[config.mk]
export PLATFORM = sky130hd
export DESIGN_NAME = square_ctl_flat
export DESIGN_NICKNAME = d
export VERILOG_FILES = /design/src/rtl/game_pkg.sv /design/src/rtl/square_ctl_if.sv /design/src/rtl/square_hit.sv /design/src/rtl/square_ctl.sv /design/src/flat_wrapper.sv
export SDC_FILE = /design/constraint.sdc
export NUM_CORES = 1
export LEC_CHECK = 0
export ABC_CLOCK_PERIOD_IN_PS = 6700
export BUFFER_PORTS_ARGS = -buffer_cell sky130_fd_sc_hd__buf_2
export CORE_UTILIZATION = 57
export DETAILED_ROUTE_END_ITERATION = 16
export PLACE_DENSITY = 0.82
export SLEW_MARGIN = 40
export SYNTH_ARGS = -nofsm -noshare
export SYNTH_HDL_FRONTEND = slang
export SYNTH_SLANG_ARGS = --single-unit
export TNS_END_PERCENT = 20
[constraint.sdc]
create_clock -name pclk -period 6.7 [get_ports pclk]
set_clock_uncertainty 0.15 [all_clocks]
set_input_delay 1.005 -clock pclk [delete_from_list [all_inputs] [get_ports pclk]]
set_output_delay 1.005 -clock pclk [all_outputs]
set_load 0.05 [all_outputs]
[src/rtl/game_pkg.sv]
// Shared game-board constants: FSM encodings, player colours, grid split points
// and the eight winning lines, kept common with the draw and highlight stages.
package game_pkg;

    localparam int NUM_SQUARES = 9;

    localparam logic BLUE   = 1'b0;
    localparam logic YELLOW = 1'b1;

    localparam logic [11:0] H_SPLIT1_DEF = 12'd344;
    localparam logic [11:0] H_SPLIT2_DEF = 12'd680;
    localparam logic [11:0] H_MAX_DEF    = 12'd1023;
    localparam logic [11:0] V_SPLIT1_DEF = 12'd252;
    localparam logic [11:0] V_SPLIT2_DEF = 12'd504;
    localparam logic [11:0] V_MAX_DEF    = 12'd767;

    localparam logic [2:0] ST_IDLE   = 3'd0;
    localparam logic [2:0] ST_WAIT   = 3'd1;
    localparam logic [2:0] ST_HIT    = 3'd2;
    localparam logic [2:0] ST_COMMIT = 3'd3;
    localparam logic [2:0] ST_DONE   = 3'd4;

    // Three rows, three columns, two diagonals (square indices 0..8).
    localparam logic [3:0] LINE_TBL [8][3] = '{
        '{4'd0, 4'd1, 4'd2},
        '{4'd3, 4'd4, 4'd5},
        '{4'd6, 4'd7, 4'd8},
        '{4'd0, 4'd3, 4'd6},
        '{4'd1, 4'd4, 4'd7},
        '{4'd2, 4'd5, 4'd8},
        '{4'd0, 4'd4, 4'd8},
        '{4'd2, 4'd4, 4'd6}
    };

    // Returns {line_found, owning_player}; first complete line wins.
    function automatic logic [1:0] line_winner(input logic [8:0] sq, input logic [8:0] own);
        logic [1:0] res;
        logic [3:0] a;
        logic [3:0] b;
        logic [3:0] c;
        res = 2'b00;
        for (int l = 0; l < 8; l++) begin
            a = LINE_TBL[l][0];
            b = LINE_TBL[l][1];
            c = LINE_TBL[l][2];
            if (!res[1] && sq[a] && sq[b] && sq[c] && (own[a] == own[b]) && (own[b] == own[c])) begin
                res = {1'b1, own[a]};
            end
        end
        return res;
    endfunction

endpackage

[src/rtl/square_ctl_if.sv]
// Mouse/control inputs and board-state outputs of square_ctl.
// Win ports exist only when SQUARE_CTL_WIN_DETECT_EN is defined.
interface square_ctl_if;

    logic [11:0] mouse_xpos;
    logic [11:0] mouse_ypos;
    logic        mouse_left;
    logic        start_en;
    logic        choice_en;
    logic        new_game;
    logic [8:0]  square;
    logic [8:0]  owner;
    logic        turn;
    logic [3:0]  move_cnt;
    logic        board_full;
    logic        move_valid;
`ifdef SQUARE_CTL_WIN_DETECT_EN
    logic        win;
    logic        winner;

    modport master (
        output mouse_xpos, mouse_ypos, mouse_left, start_en, choice_en, new_game,
        input  square, owner, turn, move_cnt, board_full, move_valid, win, winner
    );

    modport slave (
        input  mouse_xpos, mouse_ypos, mouse_left, start_en, choice_en, new_game,
        output square, owner, turn, move_cnt, board_full, move_valid, win, winner
    );
`else
    modport master (
        output mouse_xpos, mouse_ypos, mouse_left, start_en, choice_en, new_game,
        input  square, owner, turn, move_cnt, board_full, move_valid
    );

    modport slave (
        input  mouse_xpos, mouse_ypos, mouse_left, start_en, choice_en, new_game,
        output square, owner, turn, move_cnt, board_full, move_valid
    );
`endif

endinterface

[src/rtl/square_hit.sv]
// Combinational cursor-to-square mapper: column, row, square index and
// in-bounds flag. Shared with the cursor-highlight stage.
module square_hit
    import game_pkg::*;
#(
    parameter logic [11:0] H_SPLIT1 = H_SPLIT1_DEF,
    parameter logic [11:0] H_SPLIT2 = H_SPLIT2_DEF,
    parameter logic [11:0] H_MAX    = H_MAX_DEF,
    parameter logic [11:0] V_SPLIT1 = V_SPLIT1_DEF,
    parameter logic [11:0] V_SPLIT2 = V_SPLIT2_DEF,
    parameter logic [11:0] V_MAX    = V_MAX_DEF
) (
    input  logic [11:0] xpos,
    input  logic [11:0] ypos,
    output logic [1:0]  col,
    output logic [1:0]  row,
    output logic [3:0]  idx,
    output logic        valid
);

    always_comb begin
        col = 2'd2;
        if (xpos < H_SPLIT1) begin
            col = 2'd0;
        end else if (xpos < H_SPLIT2) begin
            col = 2'd1;
        end

        row = 2'd2;
        if (ypos < V_SPLIT1) begin
            row = 2'd0;
        end else if (ypos < V_SPLIT2) begin
            row = 2'd1;
        end

        // row*3 + col without a multiplier
        idx   = {1'b0, row, 1'b0} + {2'b00, row} + {2'b00, col};
        valid = (xpos <= H_MAX) && (ypos <= V_MAX);
    end

endmodule

[src/rtl/square_ctl.sv]
// Game-board controller: turns left-click edges into square claims, tracks
// occupancy/owner/turn. Optional line detection under SQUARE_CTL_WIN_DETECT_EN.
module square_ctl
    import game_pkg::*;
#(
    parameter logic [11:0] H_SPLIT1 = H_SPLIT1_DEF,
    parameter logic [11:0] H_SPLIT2 = H_SPLIT2_DEF,
    parameter logic [11:0] H_MAX    = H_MAX_DEF,
    parameter logic [11:0] V_SPLIT1 = V_SPLIT1_DEF,
    parameter logic [11:0] V_SPLIT2 = V_SPLIT2_DEF,
    parameter logic [11:0] V_MAX    = V_MAX_DEF
) (
    input logic        pclk,
    input logic        rst_n,
    square_ctl_if.slave bus
);

    // state  | meaning
    // IDLE   | game inactive, board held clear
    // WAIT   | waiting for a click edge
    // HIT    | map latched coordinates to a square, reject out-of-range/occupied
    // COMMIT | claim the square, flip turn, count the move
    // DONE   | board full (or line won), clicks ignored

    logic [2:0]             state;
    logic                   mouse_left_q;
    logic [11:0]            x_lat;
    logic [11:0]            y_lat;
    logic [NUM_SQUARES-1:0] square_q;
    logic [NUM_SQUARES-1:0] owner_q;
    logic                   turn_q;
    logic [3:0]             move_cnt_q;
    logic                   board_full_q;
    logic                   move_valid_q;
    logic                   check_q;
    logic                   click;
    logic [3:0]             cnt_next;
    logic [1:0]             hit_col_unused;
    logic [1:0]             hit_row_unused;
    logic [3:0]             hit_idx;
    logic                   hit_valid;

    square_hit #(
        .H_SPLIT1 (H_SPLIT1),
        .H_SPLIT2 (H_SPLIT2),
        .H_MAX    (H_MAX),
        .V_SPLIT1 (V_SPLIT1),
        .V_SPLIT2 (V_SPLIT2),
        .V_MAX    (V_MAX)
    ) u_hit (
        .xpos  (x_lat),
        .ypos  (y_lat),
        .col   (hit_col_unused),
        .row   (hit_row_unused),
        .idx   (hit_idx),
        .valid (hit_valid)
    );

    assign click    = bus.mouse_left & ~mouse_left_q;
    assign cnt_next = move_cnt_q + 4'd1;

`ifdef SQUARE_CTL_WIN_DETECT_EN
    logic       win_q;
    logic       winner_q;
    logic [1:0] line_res;

    assign line_res   = line_winner(square_q, owner_q);
    assign bus.win    = win_q;
    assign bus.winner = winner_q;
`else
    logic unused_check;
    assign unused_check = check_q;
`endif

    always_ff @(posedge pclk or negedge rst_n) begin
        if (!rst_n) begin
            state        <= ST_IDLE;
            mouse_left_q <= 1'b0;
            x_lat        <= '0;
            y_lat        <= '0;
            square_q     <= '0;
            owner_q      <= '0;
            turn_q       <= BLUE;
            move_cnt_q   <= '0;
            board_full_q <= 1'b0;
            move_valid_q <= 1'b0;
            check_q      <= 1'b0;
`ifdef SQUARE_CTL_WIN_DETECT_EN
            win_q        <= 1'b0;
            winner_q     <= BLUE;
`endif
        end else begin
            mouse_left_q <= bus.mouse_left;
            move_valid_q <= 1'b0;
            check_q      <= 1'b0;

            // Clear outranks any click or commit landing in the same cycle.
            if (!bus.start_en || bus.new_game) begin
                state        <= (bus.start_en && bus.new_game) ? ST_WAIT : ST_IDLE;
                square_q     <= '0;
                owner_q      <= '0;
                turn_q       <= BLUE;
                move_cnt_q   <= '0;
                board_full_q <= 1'b0;
`ifdef SQUARE_CTL_WIN_DETECT_EN
                win_q        <= 1'b0;
                winner_q     <= BLUE;
`endif
            end
`ifdef SQUARE_CTL_WIN_DETECT_EN
            else if (check_q && line_res[1]) begin
                win_q    <= 1'b1;
                winner_q <= line_res[0];
                state    <= ST_DONE;
            end
`endif
            else begin
                case (state)
                    ST_IDLE: begin
                        if (!bus.choice_en) begin
                            state <= ST_WAIT;
                        end
                    end
                    ST_WAIT: begin
                        if (!bus.choice_en && click) begin
                            x_lat <= bus.mouse_xpos;
                            y_lat <= bus.mouse_ypos;
                            state <= ST_HIT;
                        end
                    end
                    ST_HIT: begin
                        if (bus.choice_en || !hit_valid || square_q[hit_idx]) begin
                            state <= ST_WAIT;
                        end else begin
                            state <= ST_COMMIT;
                        end
                    end
                    ST_COMMIT: begin
                        if (bus.choice_en) begin
                            state <= ST_WAIT;
                        end else begin
                            square_q[hit_idx] <= 1'b1;
                            owner_q[hit_idx]  <= turn_q;
                            turn_q            <= (turn_q == BLUE) ? YELLOW : BLUE;
                            move_cnt_q        <= cnt_next;
                            board_full_q      <= (cnt_next == 4'd9);
                            move_valid_q      <= 1'b1;
                            check_q           <= 1'b1;
                            state             <= (cnt_next == 4'd9) ? ST_DONE : ST_WAIT;
                        end
                    end
                    ST_DONE: begin
                        state <= ST_DONE;
                    end
                    default: begin
                        state <= ST_IDLE;
                    end
                endcase
            end
        end
    end

    assign bus.square     = square_q;
    assign bus.owner      = owner_q;
    assign bus.turn       = turn_q;
    assign bus.move_cnt   = move_cnt_q;
    assign bus.board_full = board_full_q;
    assign bus.move_valid = move_valid_q;

endmodule

[src/flat_wrapper.sv]
// flat-port wrapper written by rule: the top's interface ports become plain ports
module square_ctl_flat import game_pkg::*;
#(
    parameter logic [11:0] H_SPLIT1 = H_SPLIT1_DEF,
    parameter logic [11:0] H_SPLIT2 = H_SPLIT2_DEF,
    parameter logic [11:0] H_MAX    = H_MAX_DEF,
    parameter logic [11:0] V_SPLIT1 = V_SPLIT1_DEF,
    parameter logic [11:0] V_SPLIT2 = V_SPLIT2_DEF,
    parameter logic [11:0] V_MAX    = V_MAX_DEF
)
  (pclk, rst_n, bus_mouse_xpos, bus_mouse_ypos, bus_mouse_left, bus_start_en, bus_choice_en, bus_new_game, bus_square, bus_owner, bus_turn, bus_move_cnt, bus_board_full, bus_move_valid);
  square_ctl_if bus_i ();
  input logic pclk;
  input logic rst_n;
  input wire logic [$bits(bus_i.mouse_xpos)-1:0] bus_mouse_xpos;
  input wire logic [$bits(bus_i.mouse_ypos)-1:0] bus_mouse_ypos;
  input wire logic [$bits(bus_i.mouse_left)-1:0] bus_mouse_left;
  input wire logic [$bits(bus_i.start_en)-1:0] bus_start_en;
  input wire logic [$bits(bus_i.choice_en)-1:0] bus_choice_en;
  input wire logic [$bits(bus_i.new_game)-1:0] bus_new_game;
  output wire logic [$bits(bus_i.square)-1:0] bus_square;
  output wire logic [$bits(bus_i.owner)-1:0] bus_owner;
  output wire logic [$bits(bus_i.turn)-1:0] bus_turn;
  output wire logic [$bits(bus_i.move_cnt)-1:0] bus_move_cnt;
  output wire logic [$bits(bus_i.board_full)-1:0] bus_board_full;
  output wire logic [$bits(bus_i.move_valid)-1:0] bus_move_valid;
  assign bus_i.mouse_xpos = bus_mouse_xpos;
  assign bus_i.mouse_ypos = bus_mouse_ypos;
  assign bus_i.mouse_left = bus_mouse_left;
  assign bus_i.start_en = bus_start_en;
  assign bus_i.choice_en = bus_choice_en;
  assign bus_i.new_game = bus_new_game;
  assign bus_square = bus_i.square;
  assign bus_owner = bus_i.owner;
  assign bus_turn = bus_i.turn;
  assign bus_move_cnt = bus_i.move_cnt;
  assign bus_board_full = bus_i.board_full;
  assign bus_move_valid = bus_i.move_valid;
  square_ctl #(.H_SPLIT1(H_SPLIT1), .H_SPLIT2(H_SPLIT2), .H_MAX(H_MAX), .V_SPLIT1(V_SPLIT1), .V_SPLIT2(V_SPLIT2), .V_MAX(V_MAX)) u_core (.pclk(pclk), .rst_n(rst_n), .bus(bus_i));
endmodule
==> summary.md <==
Subtracting the final worst setup slack from the clock period gives 3.61 ns. The number of top-level pins was 55; the mean number of vias per cell was 5.44. At the end of routability-driven placement, the weighted congestion stood at 0.804. The top-area cell type share of the netlist area is 0.508. The pre-antenna-repair detailed-routing pass consisted of 4 iterations.

The area growth from synthesis to layout is 14.9%. By startpoint and endpoint, the worst setup path is classified as reg2reg. Setup repair after global routing left no endpoint under its margin.

Setup violations remaining at the end of the flow were counted as 0. STA classifies the critical path endpoint as a flip-flop. The count of endpoints failing hold in the final timing report came out at 0. The height of the chip is 66.4 µm, and the fraction of layout cells with a size suffix above 1 is 0.346. The number of buffers inserted during clock tree synthesis is 5, and the initial antenna violation count is 0.

Summing all non-filler instances in the final layout gives an area of 2720 µm². The logs give 0.591 for the starting density of the core and 0 for the number of gates resized after cts. The first global-routing pass estimated 7.45 mm of wire.

Row generation in the floorplan step produced 23 rows. The logs give 0.277 GHz for the maximum clock frequency and 0 for the number of warnings issued by yosys. The analysis attributes to net switching a power of 191 µW. The final global-route overflow total came out at 0.

The logs give 0.303 for the met1 track utilization from global routing and 211 for the number of standard cells after synthesis. The H-tree was split into 2 levels. In the synthesized netlist the dominant register cell turns out to be sky130_fd_sc_hd__dfrtp_1. The logs give 0 for the final number of max-transition violations and 0 ns for the sum of negative setup slack. The tools report the sequential fraction of design power as 0.500. The kind of path behind the tightest hold check is reg2reg. Setup slack on the worst reg-to-reg path comes out at 3.09 ns. The transition time of the tightest slew-check pin came out at 0.618 ns. At the end of the flow, the number of nets in the layout was 296. Ranked by total cell area, the synthesized netlist is headed by sky130_fd_sc_hd__dfrtp_1 (51%), sky130_fd_sc_hd__mux2_2 (9.0%), sky130_fd_sc_hd__nor2_1 (5.7%). The maximum fanout count along the critical path is 5, and the CTS clock-pin slew for the worst setup and hold paths is 0.08 ns. Post-route core utilization: 0.679. Mean instance size in the synthesized netlist: 11.2 µm². The largest net degree at the start of global routing was 49; the post-route total power was 663 µW.

The leakage power of the design is 1.33 nW. The via count of the first global-routing pass is 1,563, and the total routing usage reported by global routing is 0.227. After detailed routing, the average wire length per cell comes to 14.4 µm. Counting flops and latches in the post-synthesis netlist gives 48. For the die area, the log shows 4410 µm². The tools report the post-CTS setup buffer count as 0.

In this run the clock root is driven by a sky130_fd_sc_hd__clkbuf_8. The element type at the critical path start is a flip-flop. TritonCTS built the clock tree. The internal portion of the total power is 472 µW. Fraction of registers with async set/reset: 1.00. For the placed cell area, the log shows 2610 µm². The areal power density over the cells is 244 nW/µm², and the switching share of power is 0.288.

STA puts the critical path data arrival time at 3.62 ns. The mapped netlist covers 2360 µm². Total of max-cap violations: 0. The number of distinct library cells after synthesis is 44, and the largest vdd supply drop is 152 µV. The fraction of power consumed by the clock network was 0.270. The flow ran to the end, and the final reports show no timing, DRC or antenna violations. The tools report the part of the power in combinational logic as 0.231. Number of clock sinks: 48. Summed over all layers, the routed wires come to 4.47 mm. The most used routing layer in global routing was met2. In this run the horizontal extent of the chip is 66.4 µm.

Once detailed placement completed, the half-perimeter wirelength came to 3.12 mm. The number of I/O port buffers works out to 49. The detailed router placed 1,686 vias in this run. The logs give 247 for the number of nets in the synthesized netlist and 4000 µm² for the area of the core.

The remaining antenna violation count was 0. Leading area contributor after synthesis: sky130_fd_sc_hd__dfrtp_1. The logs give 0.356 for the global-route track usage on met2 and 6.71 ns for the critical path data required time. The worst register-to-register path has a depth of 15. The final routed DRC violation total is 0, and the filler cell count in the final layout is 304. The tools report the tightest slew margin relative to the limit as 0.588. Quantity of hold-fixing buffers added after cts: 0.

For the antenna diode count, the log shows 0. The met3 demand-to-capacity share in global routing was 0.0672; the cell depth of the worst min-delay path was 1. The fraction of the cycle the final worst path needs is 0.539. The proportion of synthesized chip area in sequential cells came out at 0.508. For the maximum clock insertion buffer count, the log shows 2. Counting flops with a built-in enable in the synthesized netlist gives 0.

At the later pin of the worst-skew pair, clock insertion delay measures 0.29 ns. The detailed router finished its first iteration with 73 violations.
-- state kept, by name (all words and copies together), names as in the netlist --
name	count
u_core.bus.board_full	1
u_core.bus.move_cnt	4
u_core.bus.move_valid	1
u_core.bus.owner	9
u_core.bus.square	9
u_core.bus.turn	1
u_core.mouse_left_q	1
u_core.state	3
u_core.x_lat	9
u_core.y_lat	10
-- through the flow --
stage               hold slack, ns  cells  setup WS (ns)
CTS                          0.360    310           3.03
detailed placement           0.337    303           3.12
floorplan                    0.321    211           3.42
finish                       0.358    310           3.09
global route                 0.382    310           2.78
global placement             0.331    303           3.17
-- worst max-delay path, cell delays in order, from the launching register on --
cell,delay (ns)
sky130_fd_sc_hd__dfrtp_1,0.42
sky130_fd_sc_hd__a21o_1,0.16
sky130_fd_sc_hd__a21o_1,0.17
sky130_fd_sc_hd__a21oi_1,0.13
sky130_fd_sc_hd__nor2_1,0.06
sky130_fd_sc_hd__nor3_1,0.24
sky130_fd_sc_hd__fa_1,0.46
sky130_fd_sc_hd__inv_1,0.08
sky130_fd_sc_hd__ha_1,0.16
sky130_fd_sc_hd__inv_1,0.05
sky130_fd_sc_hd__fa_1,0.54
sky130_fd_sc_hd__nor2b_1,0.30
sky130_fd_sc_hd__nand2_4,0.09
sky130_fd_sc_hd__nor2_1,0.20
sky130_fd_sc_hd__mux2i_1,0.21
sky130_fd_sc_hd__nor2_1,0.06
-- cells in the final DEF (no fill, tap or decap), types with 5 or more instances in the layout --
cell type                  instances
sky130_fd_sc_hd__inv_1             9
sky130_fd_sc_hd__clkbuf_8          7
sky130_fd_sc_hd__a21oi_1           8
sky130_fd_sc_hd__buf_2            48
sky130_fd_sc_hd__nor2_1           36
sky130_fd_sc_hd__mux2i_1          10
sky130_fd_sc_hd__mux2_2           19
sky130_fd_sc_hd__nor2_2            5
sky130_fd_sc_hd__dfrtp_1          48
sky130_fd_sc_hd__nand2_1           9
-- power by group through the flow --
stage / Sequential, mW / Clock, mW / Combinational, mW
after floorplan: 0.331 / 0 / 0.119
after global placement: 0.336 / 0 / 0.147
after detailed placement: 0.337 / 0 / 0.151
after CTS: 0.331 / 0.186 / 0.155
after global routing: 0.335 / 0.196 / 0.176
final: 0.331 / 0.179 / 0.153
-- final timing paths --
kind / end / startpoint
worst max-delay path: u_core.bus.owner[7] / u_core.x_lat[9]
worst min-delay path: u_core.y_lat[3] / u_core.y_lat[3]
worst max register to register: u_core.bus.owner[7] / u_core.x_lat[9]
worst min register to register: u_core.y_lat[3] / u_core.y_lat[3]
max in group asynchronous: u_core.bus.move_cnt[0] / rst_n
min in group asynchronous: u_core.mouse_left_q / rst_n
-- per-layer routing --
metal,wire length (µm),share of wire
met4,32,0.0072
met3,223,0.050
met1,2010,0.45
met5,0,0
met2,2210,0.49
-- cells in the mapped netlist (all sizes together), types with 3 or more instances --
cell     n
a21o     4
a21oi    8
and3     4
buf      5
dfrtp   48
ha       4
inv      9
mux2    19
mux2i   10
nand2   10
nand2b   3
nand3    6
nor2    41
nor3     3
o21ai    4
-- kinds of logic after synthesis --
logic type               after synthesis  synth area share
adder cells (fa/ha/maj)                6            0.0381
AND/OR/NAND/NOR                       82             0.180
multiplexers                          31             0.152
AO/OA/AOI/OAI                         24            0.0667
XOR/XNOR                               4            0.0148
buffers and inverters                 16            0.0407
flip-flops                            48             0.508
-- layout make-up --
cell class,instances,area [µm²],share of cell area
Clock buffer,7,96.3,0.0355
Inverter,9,33.8,0.0124
Multi-Input combinational cell,147,1070,0.396
Sequential cell,48,1200,0.442
Tap cell,50,62.6,0.0230
Timing Repair Buffer,49,248,0.0912
No activity file was read; power rests on OpenSTA's default activity.
